File: src/rtl/store_buffer.sv
// Committed-store buffer: DEPTH-entry FIFO drained over a request/done store channel,
// with word-granular load hazard detection against every pending entry.
module store_buffer #(
  parameter int DEPTH = 4
) (
  input  logic        clk_i,
  input  logic        rst_n_i,
  input  logic        push_i,
  input  logic [31:0] push_address_i,
  input  logic [31:0] push_data_i,
  input  logic [1:0]  push_width_i,
  output logic        full_o,
  output logic        empty_o,
  input  logic [31:0] load_address_i,
  output logic        load_hazard_o,
  output logic        str_request_o,
  output logic [31:0] str_address_o,
  output logic [31:0] str_data_o,
  output logic [1:0]  str_width_o,
  input  logic        str_done_i
);
  localparam int AW = $clog2(DEPTH);
  localparam int CW = AW + 1;

  typedef enum logic [0:0] {IDLE = 1'b0, WAIT_DONE = 1'b1} state_t;

  logic [31:0]      addr_mem_r [DEPTH];
  logic [31:0]      data_mem_r [DEPTH];
  logic [1:0]       width_mem_r [DEPTH];
  logic [AW-1:0]    wr_ptr_r;
  logic [AW-1:0]    rd_ptr_r;
  logic [CW-1:0]    count_r;
  state_t           state_r;
  state_t           state_next_s;
  logic             push_accept_s;
  logic             pop_s;
  logic             start_s;
  logic [DEPTH-1:0] valid_s;

  assign full_o        = (count_r == CW'(DEPTH));
  assign empty_o       = (count_r == {CW{1'b0}});
  assign push_accept_s = push_i & ~full_o;

  // Entry storage and pointer/count bookkeeping.
  always_ff @(posedge clk_i) begin
    if (!rst_n_i) begin
      wr_ptr_r <= {AW{1'b0}};
      rd_ptr_r <= {AW{1'b0}};
      count_r  <= {CW{1'b0}};
      for (int i = 0; i < DEPTH; i++) begin
        addr_mem_r[i]  <= 32'h0000_0000;
        data_mem_r[i]  <= 32'h0000_0000;
        width_mem_r[i] <= 2'd0;
      end
    end else begin
      if (push_accept_s) begin
        addr_mem_r[wr_ptr_r]  <= push_address_i;
        data_mem_r[wr_ptr_r]  <= push_data_i;
        width_mem_r[wr_ptr_r] <= push_width_i;
        wr_ptr_r              <= wr_ptr_r + AW'(1'b1);
      end else begin
        wr_ptr_r <= wr_ptr_r;
      end
      if (pop_s) begin
        rd_ptr_r <= rd_ptr_r + AW'(1'b1);
      end else begin
        rd_ptr_r <= rd_ptr_r;
      end
      case ({push_accept_s, pop_s})
        2'b10:   count_r <= count_r + CW'(1'b1);
        2'b01:   count_r <= count_r - CW'(1'b1);
        default: count_r <= count_r;
      endcase
    end
  end

  // Drain FSM state register.
  always_ff @(posedge clk_i) begin
    if (!rst_n_i) begin
      state_r <= IDLE;
    end else begin
      state_r <= state_next_s;
    end
  end

  // Drain FSM next-state logic.
  always_comb begin
    state_next_s = state_r;
    case (state_r)
      IDLE: begin
        if (count_r != {CW{1'b0}}) state_next_s = WAIT_DONE;
        else                       state_next_s = IDLE;
      end
      WAIT_DONE: begin
        if (str_done_i) state_next_s = IDLE;
        else            state_next_s = WAIT_DONE;
      end
      default: state_next_s = IDLE;
    endcase
  end

  // Drain FSM decoded controls; done only matters while a request is outstanding.
  always_comb begin
    start_s = 1'b0;
    pop_s   = 1'b0;
    case (state_r)
      IDLE:      start_s = (count_r != {CW{1'b0}});
      WAIT_DONE: pop_s   = str_done_i;
      default: begin
        start_s = 1'b0;
        pop_s   = 1'b0;
      end
    endcase
  end

  // Store channel outputs, launched from the head entry and held until done.
  always_ff @(posedge clk_i) begin
    if (!rst_n_i) begin
      str_request_o <= 1'b0;
      str_address_o <= 32'h0000_0000;
      str_data_o    <= 32'h0000_0000;
      str_width_o   <= 2'd0;
    end else if (start_s) begin
      str_request_o <= 1'b1;
      str_address_o <= addr_mem_r[rd_ptr_r];
      str_data_o    <= data_mem_r[rd_ptr_r];
      str_width_o   <= width_mem_r[rd_ptr_r];
    end else begin
      str_request_o <= 1'b0;
      str_address_o <= str_address_o;
      str_data_o    <= str_data_o;
      str_width_o   <= str_width_o;
    end
  end

  // Hazard: slot i is valid when its distance from the read pointer is below count.
  always_comb begin
    valid_s       = {DEPTH{1'b0}};
    load_hazard_o = 1'b0;
    for (int i = 0; i < DEPTH; i++) begin
      valid_s[i]    = ({1'b0, AW'(i) - rd_ptr_r} < count_r);
      load_hazard_o = load_hazard_o |
                      (valid_s[i] & (addr_mem_r[i][31:2] == load_address_i[31:2]));
    end
  end
endmodule

File: config.mk
export PLATFORM = sky130hd
export DESIGN_NAME = store_buffer
export DESIGN_NICKNAME = d
export VERILOG_FILES = /design/src/rtl/store_buffer.sv
export SDC_FILE = /design/constraint.sdc
export NUM_CORES = 1
export LEC_CHECK = 0
export CORE_MARGIN = 1
export CORE_UTILIZATION = 28
export CTS_CLUSTER_DIAMETER = 40
export DETAILED_ROUTE_END_ITERATION = 7
export GPL_ROUTABILITY_DRIVEN = 0
export PLACE_DENSITY = 0.51
export SLEW_MARGIN = 30
export SYNTH_ARGS = -nofsm -noshare
export SYNTH_HDL_FRONTEND = slang
export SYNTH_SLANG_ARGS = --single-unit
File: constraint.sdc
create_clock -name clk_i -period 23.7 [get_ports clk_i]
set_clock_uncertainty 0.05 [all_clocks]
set_input_delay 7.11 -clock clk_i [delete_from_list [all_inputs] [get_ports clk_i]]
set_output_delay 7.11 -clock clk_i [all_outputs]
set_load 0.01 [all_outputs]
# ---- After elaboration in Yosys (flattened, before gate mapping)
# Memory sizes are Yosys's and may differ from the RTL's. A register that Yosys moved wholly into a read port is not among the register bits.
# Cells that the tools add are included.
dict set report totals {
  regBits 9
  latch_bits 0
  ram_bits 264
  romBits 0
  in_bits 102
  out_inout_bits 70
  word_cells 66
  mem_count 3
}
# memory depth word_bits rd rd_ports_with_merged_regs write_ports line_no
set mem_list {}
lappend mem_list {addr_mem_r 4 32 5 1 4 27} ;# logic [31:0] addr_mem_r [DEPTH];
lappend mem_list {data_mem_r 4 32 1 1 4 28} ;# logic [31:0] data_mem_r [DEPTH];
lappend mem_list {width_mem_r 4 2 1 1 4 29} ;# logic [1:0] width_mem_r [DEPTH];
dict set report op_classes {
  n_addsub 8
  multipliers 0
  div_mod_pow 0
  magnitude_cmp 4
  n_eq_ne 7
  n_shift 0
  muxes 20
  bitwise 10
  reduce_logical 9
}
# cell n
set ops {}
lappend ops {{30-bit equality test} 4}
lappend ops {{32-bit 2-to-1 mux} 2}
lappend ops {{32-bit OR reduction} 2}
lappend ops {{2-bit by 3-bit < comparator with 1-bit output} 4}
lappend ops {{1-bit 2-to-1 mux} 12}
lappend ops {{2-bit 2-to-1 mux} 4}
lappend ops {{3-bit case mux with 2 select lines} 1}
lappend ops {{1-bit AND} 5}
lappend ops {{2-bit by 1-bit adder with 2-bit output (second input constant)} 2}
lappend ops {{1-bit by 2-bit subtractor with 2-bit output (first input constant)} 2}
lappend ops {{2-bit subtractor (first input constant)} 2}
lappend ops {{3-bit by 1-bit adder with 3-bit output (second input constant)} 1}
lappend ops {{3-bit equality test (second input constant)} 1}
lappend ops {{1-bit zero test} 3}
lappend ops {{3-bit zero test} 1}
lappend ops {{1-bit OR} 3}
lappend ops {{3-bit nonzero test} 1}
lappend ops {{3-bit by 1-bit subtractor with 3-bit output (second input constant)} 1}
lappend ops {{2-bit by 1-bit equality test with 1-bit output (second input constant)} 1}
lappend ops {{2-bit equality test (second input constant)} 1}
lappend ops {{1-bit NOT} 2}
lappend ops {{1-bit case mux with 2 select lines} 1}
lappend ops {{2-bit nonzero test} 1}
lappend ops {{2-bit OR reduction} 1}

# ---- Longest topological paths before layout
dict set report logic_depth {
  ltp_word 8
  ltp_mapped 9
  mapped_depth_nobuf 9
}

# ---- Worst setup path before layout
# Ideal clock, no wire load.
dict set report synth_path {
  path_kind {input to output}
  from {input load_address_i[10]}
  to {output load_hazard_o}
  arrival_time_ps 8266
  required_ps 16540
  setup_slack_ps 8274
  stages 6
  n_path_buf 1
  path_cell_list {clkbuf_1 > xor2_1 > nor4_1 > nand4_1 > or3_1 > nand4_1}
}
dict set report synth_between {
  elab_chain_cells 5
  word_cells_on_any_way 11
  classes_between {eq/ne: 4; bitwise: 7}
}
# item line_no
set synth_rtl {}
lappend synth_rtl {{start: declaration} 14} ;# input logic [31:0] load_address_i,
lappend synth_rtl {{30-bit equality test} 143} ;# (valid_s[i] & (addr_mem_r[i][31:2] == load_address_i[31:2]));
lappend synth_rtl {{1-bit AND} 143}
lappend synth_rtl {{1-bit OR (2 in series)} 142} ;# load_hazard_o = load_hazard_o |
lappend synth_rtl {{1-bit OR *} 142}
lappend synth_rtl {{end: declaration} 15} ;# output logic load_hazard_o,
# Mark *: on every way between the ends. The rest lies on a longest branch, timed or not.

# ---- Worst setup path after layout
dict set report layout_path {
  from {input load_address_i[30]}
  to {output load_hazard_o}
}
# Same word-level chain as after synthesis.

==> run metrics <==
outcome=completed; top cell type's share of synthesized area=51.4%; clk slew on worst S/H paths=40 ps; Die ar.=56,000 um2; Syn Inst Count=1,235; Net Switching=0.000633 W; Max Buffers Root-to-Sink=3; # IOs=172; die height=237 um; Seq/Total Area, Yosys=61.2%; DR DRC count=0; Post-DP Area=17,800 um2; CTS tree=yes; Flop pwr share=36.1%; Worst Max-Slew Pin Slew=959 ps; site row count=85; buffer count from post-CTS setup fixing=0; Worst setup EP type=output pin; final hold vios=0; most used flip-flop cell after synthesis=edfxtp_1; post-synthesis register bit count=339; crit path from=load_address_i[30]; clock sink total=339; top cells by count, synth=edfxtp_1 (264), nand2_1 (204), nor2_1 (135); grt total ovfl=0; Starting Density=28.5%; CTS Root Cell=clkbuf_16; layout cells sized above 1=14.3%; post-route ant nets=0; Rel. slew slack=36.0%; flop-to-flop setup slack=20,210 ps; Finish-stage setup viols=0; cts bufs inserted=69; core area=54,100 um2; Post-Layout Cell Count=2,163; PortBufs=169; DRT iter0 DRCs=615; cell count after placement=2,032; worst flop-to-flop path startpoint=count_r[2]; Seq. cell area=9440 um2; Avg Inst Size Synth=12.5 um2; Clk network pwr share=43.7%; hold wc startpoint=str_address_o[19]; Multi-input gate area=5400 um2; Hold WC Path Type=reg -> reg; P_int=0.00152 W; worst-path fanout max=4; Synth area leaders=edfxtp_1 (51%), dfxtp_1 (9.7%), mux4_2 (9.6%); final worst-path cycle share=71.2%; GRT Util Overall=16.9%; crit path DAT=9720 ps; H-Tree Depth=3; Area Overhead vs Synth=30.3%; Slew Limit Fails=0; PostCTS Resize Cnt=0; Critical Path RT=16,540 ps; CP Class=in -> out; FFs w/ async S/R, synth=0%; Max-Cap Viols=0; number of flops mapped to enable cells by yosys=264; Final nets=1,516; vias=9,924; Setup TNS=0 ps; initial antenna violation count=10; final WL=46,700 um; die width=237 um; post-synthesis cell area=15,400 um2; largest net degree at the start of global routing=81; WL per Instance=21.6 um; f_max=59.3 MHz; area leader, netlist=edfxtp_1; cell with the most instances after synthesis=edfxtp_1; Synth Warn #=0; mean number of vias per cell=4.59; Final HPWL DP=28,200 um; fillers=5,206; DR pass1 iterations=4; Peak VDD IR=0.0736 mV; Final Critical Period=16,880 ps; syn_nets=1,343; Synth cell types=33; RSZ-0062 raised after global routing=no; vias in the first global route=10,446; Sw Share=29.5%; Worst Setup Start Kind=input pin; clk_lat worst skew=590 ps; Cell Pwr Density=107 nW/um2; Lkg Pwr=7.38 nW; first-pass GRT wire length=68,100 um; hold_buf cts=0; Comb pwr share=20.2%; design area=20,100 um2
==> state kept, by name (all words and copies together), names as in the netlist <==
name           flops
str_data_o        32
addr_mem_r       128
rd_ptr_r           2
width_mem_r        8
wr_ptr_r           2
count_r            3
state_r            1
str_width_o        2
str_address_o     32
data_mem_r       128
str_request_o      1
==> per-stage QoR <==
step / total power (W) / hold WS (ps) / setup slack (ps) / utilization [%]
5_1_grt: 0.00225 / 437 / 6790 / 37.1
3_3_place_gp: 0.00122 / 405 / 6860 / 32.8
2_1_floorplan: 0.00102 / 393 / 8270 / -
4_1_cts: 0.00218 / 417 / 6870 / 37.1
6_report: 0.00215 / 412 / 6820 / 37.1
3_5_place_dp: 0.00123 / 410 / 6880 / 32.9
==> placed cells by master (no fill, tap or decap), drive strengths merged, types with 66 or more instances in the layout <==
master / Yosys / routed
a21boi: 68 / 68
and2: 73 / 73
clkbuf: 44 / 84
clkdlybuf4s50: 0 / 168
dfxtp: 75 / 75
edfxtp: 264 / 264
inv: 75 / 83
mux4: 66 / 66
nand2: 204 / 204
nor2: 135 / 135
xnor2: 76 / 76
==> worst paths after layout <==
path | cells after the start | to
worst max-delay path | 7 | load_hazard_o
worst min-delay path | 2 | str_address_o[19]
worst max register to register | 7 | data_mem_r[0][13]
worst min register to register | 2 | str_address_o[19]
==> metal layers <==
layer / track usage (%) / part of all wire (%) / vias up
met5: 0 / 0.24 / -
met4: 5.21 / 2.1 / 18
met3: 5.48 / 6.9 / 79
met2: 26.9 / 46 / 273
met1: 21.8 / 44 / 4922
li1: - / - / 4632
==> kinds of logic after synthesis <==
family	synth area share (%)
adders and majority gates	0.536
DFF	61.2
buffers and inverters	4.23
and+or+nand+nor	13.3
muxes	9.64
xor gates and xnor gates	7.16
AOI/OAI and AO/OA	3.98
==> power groups by stage <==
| stage | Combinational [W] | Clock [W] | Sequential [W] |
|---|---|---|---|
| floorplan | 0.000242 | 0 | 0.000782 |
| global placement | 0.000440 | 0 | 0.000784 |
| detailed placement | 0.000439 | 0 | 0.000787 |
| CTS | 0.000441 | 0.000959 | 0.000777 |
| global route | 0.000476 | 0.000985 | 0.000785 |
| finish | 0.000434 | 0.000939 | 0.000774 |
==> worst max-delay path, cell delays in order <==
cell	delay, ps
clkdlybuf4s50_1	580
xor2_1	220
nor4_1	480
nand4_1	140
or3_1	380
nand4_1	200
clkdlybuf4s50_1	590
==> area by class of cell <==
type                       count  area share (%)
antenna                        2          0.0249
clock buffer                  84            9.44
clock inverter                44            1.92
inverter                      75            1.40
multi-input combinational    742            26.9
sequential                   339            47.0
tap                          696            4.33
timing repair buffer         181            9.05
Note: power is estimated with default switching activity, not from simulation.
